===== src/rtl/fxp2float_s.sv =====
//----------------------------------------------------------------------------
// fxp2float_s : 3-stage signed fixed-point to IEEE-754 fp32 converter (abs / lzc / pack).
// Optional output-transfer counter cnt_o when FXP2FLOAT_CNT_EN is defined.
// Revision: 1.0
//----------------------------------------------------------------------------
`default_nettype none

module fxp2float_s #(
  parameter int FXP_W  = 16,
  parameter int FRAC_W = 10
) (
  input  logic             clk,
  input  logic             rst,
  input  logic             in_valid,
  output logic             in_ready,
  input  logic [FXP_W-1:0] fxp_i,
  output logic             out_valid,
  input  logic             out_ready,
  output logic [31:0]      fp32_o
`ifdef FXP2FLOAT_CNT_EN
  ,
  output logic [31:0]      cnt_o
`endif
);

  localparam int          PW         = $clog2(FXP_W);
  localparam logic [7:0]  C_EXP_BIAS = 8'(127 - FRAC_W);

  logic             w_adv;
  logic [FXP_W-1:0] w_mag;
  logic [PW-1:0]    w_p;
  logic             w_zero;
  logic [4:0]       w_sh;
  logic [7:0]       w_exp;
  logic [22:0]      w_man;
  logic [31:0]      w_pack;

  logic             r_s1_v;
  logic             r_s1_sign;
  logic [FXP_W-1:0] r_s1_mag;

  logic             r_s2_v;
  logic             r_s2_sign;
  logic             r_s2_zero;
  logic [FXP_W-1:0] r_s2_mag;
  logic [PW-1:0]    r_s2_p;

  assign w_adv    = !out_valid | out_ready;
  assign in_ready = w_adv;

  // Unsigned magnitude is FXP_W wide, so the most-negative input maps to 2^(FXP_W-1).
  assign w_mag = fxp_i[FXP_W-1] ? -fxp_i : fxp_i;

  always_comb begin
    w_p = '0;
    for (int i = 0; i < FXP_W; i++) begin
      if (r_s1_mag[i]) w_p = PW'(i);
    end
  end

  assign w_zero = (r_s1_mag == '0);

  // Shift the leading one to bit 23 and drop it; the remaining bits are the mantissa.
  assign w_sh   = 5'd23 - 5'(r_s2_p);
  assign w_man  = 23'(24'(r_s2_mag) << w_sh);
  assign w_exp  = C_EXP_BIAS + 8'(r_s2_p);
  assign w_pack = r_s2_zero ? 32'h0000_0000 : {r_s2_sign, w_exp, w_man};

  always_ff @(posedge clk or posedge rst) begin
    if (rst) begin
      r_s1_v    <= 1'b0;
      r_s1_sign <= 1'b0;
      r_s1_mag  <= '0;
      r_s2_v    <= 1'b0;
      r_s2_sign <= 1'b0;
      r_s2_zero <= 1'b0;
      r_s2_mag  <= '0;
      r_s2_p    <= '0;
      out_valid <= 1'b0;
      fp32_o    <= 32'h0000_0000;
    end else if (w_adv) begin
      r_s1_v    <= in_valid;
      r_s1_sign <= fxp_i[FXP_W-1];
      r_s1_mag  <= w_mag;
      r_s2_v    <= r_s1_v;
      r_s2_sign <= r_s1_sign;
      r_s2_zero <= w_zero;
      r_s2_mag  <= r_s1_mag;
      r_s2_p    <= w_p;
      out_valid <= r_s2_v;
      fp32_o    <= w_pack;
    end
  end

`ifdef FXP2FLOAT_CNT_EN
  logic [31:0] r_cnt;

  always_ff @(posedge clk or posedge rst) begin
    if (rst) begin
      r_cnt <= 32'h0;
    end else if (out_valid && out_ready) begin
      r_cnt <= r_cnt + 32'h1;
    end
  end

  assign cnt_o = r_cnt;
`endif

endmodule

`default_nettype wire

===== config.mk =====
export PLATFORM = sky130hd
export DESIGN_NAME = fxp2float_s
export DESIGN_NICKNAME = d
export VERILOG_FILES = /design/src/rtl/fxp2float_s.sv
export SDC_FILE = /design/constraint.sdc
export NUM_CORES = 1
export LEC_CHECK = 0
export CAP_MARGIN = 10
export CELL_PAD_IN_SITES_DETAIL_PLACEMENT = 2
export CELL_PAD_IN_SITES_GLOBAL_PLACEMENT = 2
export CORE_UTILIZATION = 36
export DETAILED_ROUTE_END_ITERATION = 8
export PLACE_DENSITY_LB_ADDON = 0.1
export SETUP_SLACK_MARGIN = 0.1
export SYNTH_ARGS = -nofsm -noshare
export SYNTH_HDL_FRONTEND = slang
export SYNTH_SLANG_ARGS = --single-unit

===== constraint.sdc =====
create_clock -name clk -period 4.5 [get_ports clk]
set_clock_uncertainty 0.05 [all_clocks]
set_input_delay 0.45 -clock clk [delete_from_list [all_inputs] [get_ports clk]]
set_output_delay 0.45 -clock clk [all_outputs]
set_load 0.01 [all_outputs]

After elaboration in Yosys (flattened, before gate mapping):

Cells that the tools add are included.

* bits in registers: 74
* input bits: 20
* output and inout port bits: 34

* bitwise operators: 1
* reduce and logical (&&, ||, !) cells: 2
* add/sub/neg operators: 3
* shifts and indexed selects: 1
* multiplexer cells: 17

Operators by type and width (count)
* two-way mux 4 bit: 14
* two-way mux 32 bit: 1
* left shift 16 x 5 -> 23 bit: 1
* zero test 16 bit: 1
* two-way mux 16 bit: 1
* negator 16 bit: 1
* adder 7 x 4 -> 8 bit, first input constant: 1
* subtractor 5 x 4 -> 5 bit, first input constant: 1
* zero test 1 bit: 1
* two-way mux 1 bit: 1
* bitwise OR 1 bit: 1

Longest topological paths before layout:

Gate-level depths: netlist of run 1.

* word-level depth: 15
* gate-level depth with buffers: 6

Worst setup path before layout of run 1:

OpenSTA, ideal clock, no wires.

* path type: input to register
* start: input fxp_i[10]
* end: register r_s1_mag[14]
* path slack: 2.665 ns
* stages: 5
* library setup time: 0.130 ns
* arrival time: 1.655 ns
* path through: or4_4 or2_4 o41ai_4 xor2_1 o21ai_1

* longest elaborated chain between the ends: 2

Ends and longest elaborated chain
* from (decl): RTL line 16 `input logic [FXP_W-1:0] fxp_i,`
* negator 16 bit: RTL line 52 `assign w_mag = fxp_i[FXP_W-1] ? -fxp_i : fxp_i;`
* two-way mux 16 bit: RTL line 52
* to (signal assigned): RTL line 84 `r_s1_mag <= w_mag;`
* to (decl): RTL line 40 `logic [FXP_W-1:0] r_s1_mag;`

No other way between the ends.
A chain may end at the register's enable or synchronous reset.

Final worst setup path of run 1:

* start: input out_ready
* end: output in_ready

* longest elaborated chain between the ends: 1

Ends and longest elaborated chain
* from (decl): RTL line 18 `input logic out_ready,`
* bitwise OR 1 bit: RTL line 48 `assign w_adv = !out_valid | out_ready;`
* to (decl): RTL line 15 `output logic in_ready,`

No other way between the ends.

==> metrics.yaml, run 1 <==
final_cells: 556
setup_viol: 0
ys_top_cells_by_area: "dfrtp_1 (50%), nand2_1 (10%), mux2i_1 (4.4%)"
synth_top_area_share_pct: 50.0
path_cells: "clkdlybuf4s50_1 -> nor2b_4 -> clkinv_1 -> buf_4 -> clkdlybuf4s50_1"
routed_via_density: 5.14
post-cts-setup-buffer-count: 0
slowest_stage: "clkdlybuf4s50_1"
die_h_um: 102
period_share_pct: 63.9
yosys_warnings: 0
r2r-end: "fp32_o[21]"
clock_sinks: 72
fmax_mhz: 348
setup_tns_ns: 0
tritoncts: "done"
wire_per_inst_um: 16.9
rrSetupSlack_ns: 2.13
die-area_mm2: 0.0104
wl_um: 9420
combPwrFrac_pct: 38.6
placed_area_mm2: 0.00423
cts_buffer_depth: 2
grt_pass1_vias: 3020
fin_area_mm2: 0.00446
worst_pin_slew_ns: 0.941
nets: 441
crit_top_cell: "clkdlybuf4s50_1"
cp.required_ns: 4.00
r2r-start: "r_s2_p[1]"
async_reset_ff_share_pct: 100
syn_area_mm2: 0.00360
cts_root_buffer: "clkbuf_8"
grt_pass1_wl_um: 15600
crit_end: "in_ready"
synth_edf_count: 0
dieWidth_um: 102
power_w: 0.00276
status: "complete, no violations"
p_sw_w: 0.00102
drive_above_1_share_pct: 9.22
io_pins: 54
rows: 36
critPathKind: "primary input to output pin"
power.share.sequential_pct: 40.0
whs_ns: 0.423
power_density_mw_per_mm2: 620
dp_cells: 540
cts_resized: 0
synth.largest_area_cell: "dfrtp_1"
ys_ff_latch: 72
cp.arrival_ns: 2.37
sw_frac_of_total_pct: 37.0
setup.worst_path.start: "out_ready"
num_antenna_cells: 0
ant_nets: 0
portBuffers: 53
hold_path.class: "flip-flop to flip-flop"
clock_latency_ns: 0.36
p_int_w: 0.00174
dp_hpwl_um: 6730
initial_core_util_pct: 37.0
synth-main-ff-cell: "dfrtp_1"
ys_seq_area_share_pct: 50.0
critPathLaunchType: "primary input"
grt_use_total_pct: 19.9
ys_types: 47
slowest_delay_ns: 0.52
drc_errors: 0
gp_congestion: 0.808
relSlewSlack_pct: 37.3
drt_iter0_markers: 63
syn_area_per_cell_um2: 9.61
fp.coreArea_mm2: 0.00973
clk_pin_slew_ns: 0.07
slew_viol_final: 0
antenna_found_initial: 0
pwr-share-clk_pct: 21.4
h-tree-depth: 3
syn_inst: 375
min_period_ns: 2.87
cts_hold_buffers: 0
crit_path_end_kind: "output pin"
grt_max_degree: 72
drt-pass1-iter-count: 5
worstPathMaxFanout: 34
p_leak_nw: 1.98
peakVddDrop_mv: 0.166
reg2reg_depth: 5
syn_nets: 398
area_growth_pct: 23.7
overflow: 0
hold_violations: 0
vias: 2857
rsz0062_at_grt: "no"
drv_cap: 0
numCtsBuffers: 9
## worst min path at each step
stage	from	endpoint	slack [ns]	cells past startpoint
2_1_floorplan	r_s2_v	r_s2_v	0.38	2
3_3_place_gp	r_s2_v	r_s2_v	0.39	2
3_5_place_dp	fp32_o[26]	fp32_o[26]	0.41	2
4_1_cts	fp32_o[26]	fp32_o[26]	0.42	2
5_1_grt	r_s2_v	out_valid	0.46	1
6_report	fp32_o[26]	fp32_o[26]	0.42	2
## cells in the final DEF (no fill, tap or decap), types with 3 or more instances in the layout
| cell | n |
|---|---|
| a21oi_1 | 12 |
| a22o_1 | 4 |
| and2_1 | 9 |
| buf_4 | 3 |
| clkbuf_8 | 11 |
| clkdlybuf4s50_1 | 53 |
| dfrtp_1 | 72 |
| ha_1 | 3 |
| inv_1 | 7 |
| mux2_2 | 8 |
| mux2i_1 | 16 |
| mux4_2 | 3 |
| nand2_1 | 98 |
| nand3b_1 | 4 |
| nor2_1 | 16 |
| nor3_1 | 3 |
| nor4_1 | 4 |
| o21ai_0 | 25 |
| o21ai_1 | 6 |
| o221ai_1 | 5 |
| o31ai_1 | 7 |
| xor2_1 | 12 |
## cells by family (layout without fill, tap and decap cells)
logic type	Yosys count	in the layout	share of synthesized area, %
xor+xnor	14	14	3.40
mux	27	27	8.82
buf+inv	33	81	3.78
compound gates	77	77	14.3
simple gates	149	149	18.6
fa+ha+maj	3	3	1.04
flops	72	72	50.0
## stage by stage
stage,util [%],setup slack [ns]
after CTS,45.8,1.59
after detailed placement,43.5,1.67
after floorplan,-,2.18
final,45.8,1.63
after global placement,43.5,1.68
after global routing,45.8,1.52
## registers in the layout, summed over array words and instances (netlist names), 4 cells and up
signal / cells
r_s2_p: 4
fp32_o: 31
r_s2_mag: 15
r_s1_mag: 16
## synth_stat cells, types with 3 or more instances
library cell   n
and2_1         9
nor3_1         3
o31ai_1        7
mux2i_1       16
clkbuf_1      11
o221ai_1       5
ha_1           3
nand3b_1       4
buf_1          7
nand2_1       98
nor2_1        16
o21ai_1        6
buf_2          4
inv_1          8
nor4_1         4
o21ai_0       25
dfrtp_1       72
mux2_2         8
xor2_1        12
mux4_2         3
a22o_1         4
a21oi_1       12
nor2b_1        3
## critical path, delay by kind of cell
kind / cells / cell delay (ns)
buffers and inverters: 4 / 1.43
AND/OR/NAND/NOR: 1 / 0.47
## power by group through the flow
stage	logic, W	clock network [W]	registers [W]
global placement	0.00103	0	0.00111
floorplan	0.000702	0	0.00104
finish	0.00107	0.000590	0.00111
CTS	0.00109	0.000605	0.00111
global route	0.00118	0.000628	0.00115
detailed placement	0.00108	0	0.00112
## routing by layer
| layer | GRT usage, % | part of all wire [%] | vias up |
|---|---|---|---|
| met5 | 0 | 0 | - |
| met4 | 8.57 | 1.4 | 0 |
| met3 | 2.60 | 2.6 | 9 |
| met2 | 34.7 | 52 | 52 |
| met1 | 24.7 | 44 | 1418 |
| li1 | - | - | 1378 |
## cell type report
| cell class | instances | area, um2 |
|---|---|---|
| Tap cell | 133 | 166 |
| Sequential cell | 72 | 1800 |
| Timing Repair Buffer | 56 | 553 |
| Clock buffer | 11 | 151 |
| Clock inverter | 5 | 78.8 |
| Fill cell | 1070 | 5270 |
| Inverter | 9 | 33.8 |
| Multi-Input combinational cell | 270 | 1670 |
Note: power is estimated with default switching activity, not from simulation.
==> inputs of run 2 (changes only) <==
--- a/config.mk
+++ b/config.mk
@@ -8,7 +8,7 @@
 export CAP_MARGIN = 10
 export CELL_PAD_IN_SITES_DETAIL_PLACEMENT = 2
 export CELL_PAD_IN_SITES_GLOBAL_PLACEMENT = 2
-export CORE_UTILIZATION = 36
+export CORE_UTILIZATION = 34
 export DETAILED_ROUTE_END_ITERATION = 8
 export PLACE_DENSITY_LB_ADDON = 0.1
 export SETUP_SLACK_MARGIN = 0.1
==> constraint.sdc (replaced) <==
create_clock -name clk -period 2.8 [get_ports clk]
set_clock_uncertainty 0.05 [all_clocks]
set_input_delay 0.28 -clock clk [delete_from_list [all_inputs] [get_ports clk]]
set_output_delay 0.28 -clock clk [all_outputs]
set_load 0.01 [all_outputs]
==> run 2 against run 1 <==
Cell count rose by 1.3%. Global-route usage shrank 1.1 points. Die area grew 5.8%. Sequential share of layout area shrank 0.63 points. Non-clock buffer count increased by 4.
==> metrics.yaml, run 2 (synthesis gave the netlist of run 1 again) <==
status: "complete, no violations"  # unchanged
power_density_mw_per_mm2: 1010  # was 620 mW/mm2
power_w: 0.00458  # was 0.00276 W
reg.largest.list: "fp32_o (31), r_s1_mag (16), r_s2_mag (15)"  # unchanged
post-cts-setup-buffer-count: 0  # unchanged
tritoncts: "done"  # unchanged
final_cell_mix: "nand2_1 (98), dfrtp_1 (72), clkdlybuf4s50_1 (53)"  # unchanged
relSlewSlack_pct: 55.2  # was 37.3%
layout_commonest_cell: "nand2_1"  # unchanged
crit_path_end_kind: "flip-flop"  # was output pin
setup_viol: 0  # unchanged
critPathKind: "flip-flop to flip-flop"  # was primary input to output pin
h-tree-depth: 3  # unchanged
reg2reg_depth: 4  # was 5
clock_sinks: 72  # unchanged
hold_violations: 0  # unchanged
grt_pass1_wl_um: 16300  # was 15600 um
cts_buffer_depth: 2  # unchanged
cts_resized: 0  # unchanged
nets: 445  # was 441
largest_reg_flops: 31  # unchanged
fmax_mhz: 476
rrSetupSlack_ns: 0.70  # was 2.13 ns
io_pins: 54  # unchanged
setup_tns_ns: 0  # unchanged
min_period_ns: 2.10
die_h_um: 105  # was 102 um
hold_path.class: "primary input to asynchronous set/reset pin"  # was flip-flop to flip-flop
critPathLaunchType: "flip-flop"  # was primary input
dieWidth_um: 105  # was 102 um
final_cells: 563  # was 556
ant_nets: 0  # unchanged
drc_errors: 0  # unchanged
grt_max_degree: 73  # was 72
vias: 2893  # was 2857
portBuffers: 53  # unchanged
die-area_mm2: 0.0110  # was 0.0104 mm2
r2r-end: "fp32_o[22]"  # was fp32_o[21]
worstPathMaxFanout: 15  # was 34
cts_root_buffer: "clkbuf_8"  # unchanged
peakVddDrop_mv: 0.288  # was 0.166 mV
cp.arrival_ns: 2.29  # was 2.37 ns
clk_pin_slew_ns: 0.08  # was 0.07 ns
whs_ns: 0.284  # was 0.423 ns
p_leak_nw: 2.01  # was 1.98 nW
clock_latency_ns: 0.35  # was 0.36 ns
dp_hpwl_um: 6810  # was 6730 um
cts_hold_buffers: 0  # unchanged
regMostFlops: "fp32_o"  # unchanged
area_growth_pct: 25.7  # was 23.7%
wl_um: 9480  # was 9420 um
finish.utilization_pct: 44.1  # was 45.8%
drv_cap: 0  # unchanged
drt-pass1-iter-count: 4  # was 5
drt_iter0_markers: 69  # was 63
num_antenna_cells: 0  # unchanged
wire_per_inst_um: 16.8  # was 16.9 um
initial_core_util_pct: 35.1  # was 37.0%
r2r-start: "r_s2_p[1]"  # unchanged
gp_congestion: 0.766  # was 0.808
grt_use_total_pct: 18.8  # was 19.9%
routed_via_density: 5.14  # about the same
drive_above_1_share_pct: 10.1  # was 9.22%
period_share_pct: 75.1
dp_cells: 547  # was 540
rsz0062_at_grt: "no"  # unchanged
grt_pass1_vias: 3160  # was 3020
fp.coreArea_mm2: 0.0103  # was 0.00973 mm2
antenna_found_initial: 0  # unchanged
slew_viol_final: 0  # unchanged
overflow: 0  # unchanged
cp.required_ns: 2.98  # was 4.00 ns
worst_pin_slew_ns: 0.666  # was 0.941 ns
rows: 37  # was 36
numCtsBuffers: 9  # unchanged
[run 2: changes by cell type in the layout (fill, tap and decap cells not counted), sizes merged]
cell / delta
clkinvlp: +1
clkinv: -2
bufinv: +1
buf: +4
[run 2: layout make-up]
class | instances | area [um2]
Tap cell | 136 | 170
Multi-Input combinational cell | 270 | 1670
Fill cell | 1147 | 5750
Timing Repair Buffer | 60 | 596
Inverter | 9 | 33.8
Clock buffer | 11 | 151
Sequential cell | 72 | 1800
Clock inverter | 5 | 103
[run 2: through the flow]
stage	area, um2	setup slack (ns)
finish	4530	0.698
global route	4530	0.593
CTS	4530	0.715
detailed placement	4270	0.556
global placement	4270	0.619
floorplan	3600	0.645
[run 2: worst max path at each step]
stage / from / end / cells past startpoint
finish: r_s2_p[1] / fp32_o[22] / 4
CTS: r_s2_p[1] / fp32_o[22] / 4
floorplan: rst / fp32_o[0] / 1
detailed placement: fxp_i[5] / r_s1_mag[13] / 6
global route: r_s2_p[1] / fp32_o[22] / 5
global placement: fxp_i[9] / r_s1_mag[14] / 6
[run 2: where the power goes]
part	internal, W	total [W]	switching (W)	leakage, nW
combinational	0.000890	0.00180	0.000909	0.995
sequential	0.00138	0.00174	0.000359	0.888
clock	0.000639	0.00104	0.000402	0.126
[run 2: routing by layer]
layer / global-route usage (%) / vias to the layer above / wire [um] / part of all wire (%)
met1: 22.4 / 1439 / 4160 / 44
met2: 33.9 / 55 / 4880 / 52
met5: 0 / - / 0 / 0
met4: 6.94 / 0 / 170 / 1.8
li1: - / 1385 / - / -
met3: 2.87 / 14 / 263 / 2.8
[run 2: critical path: stages, from the launching register on]
cell and delay, ns:
dfrtp_1 0.74, mux4_2 0.57, mux2i_1 0.27, nor4_1 0.09, a211o_1 0.26
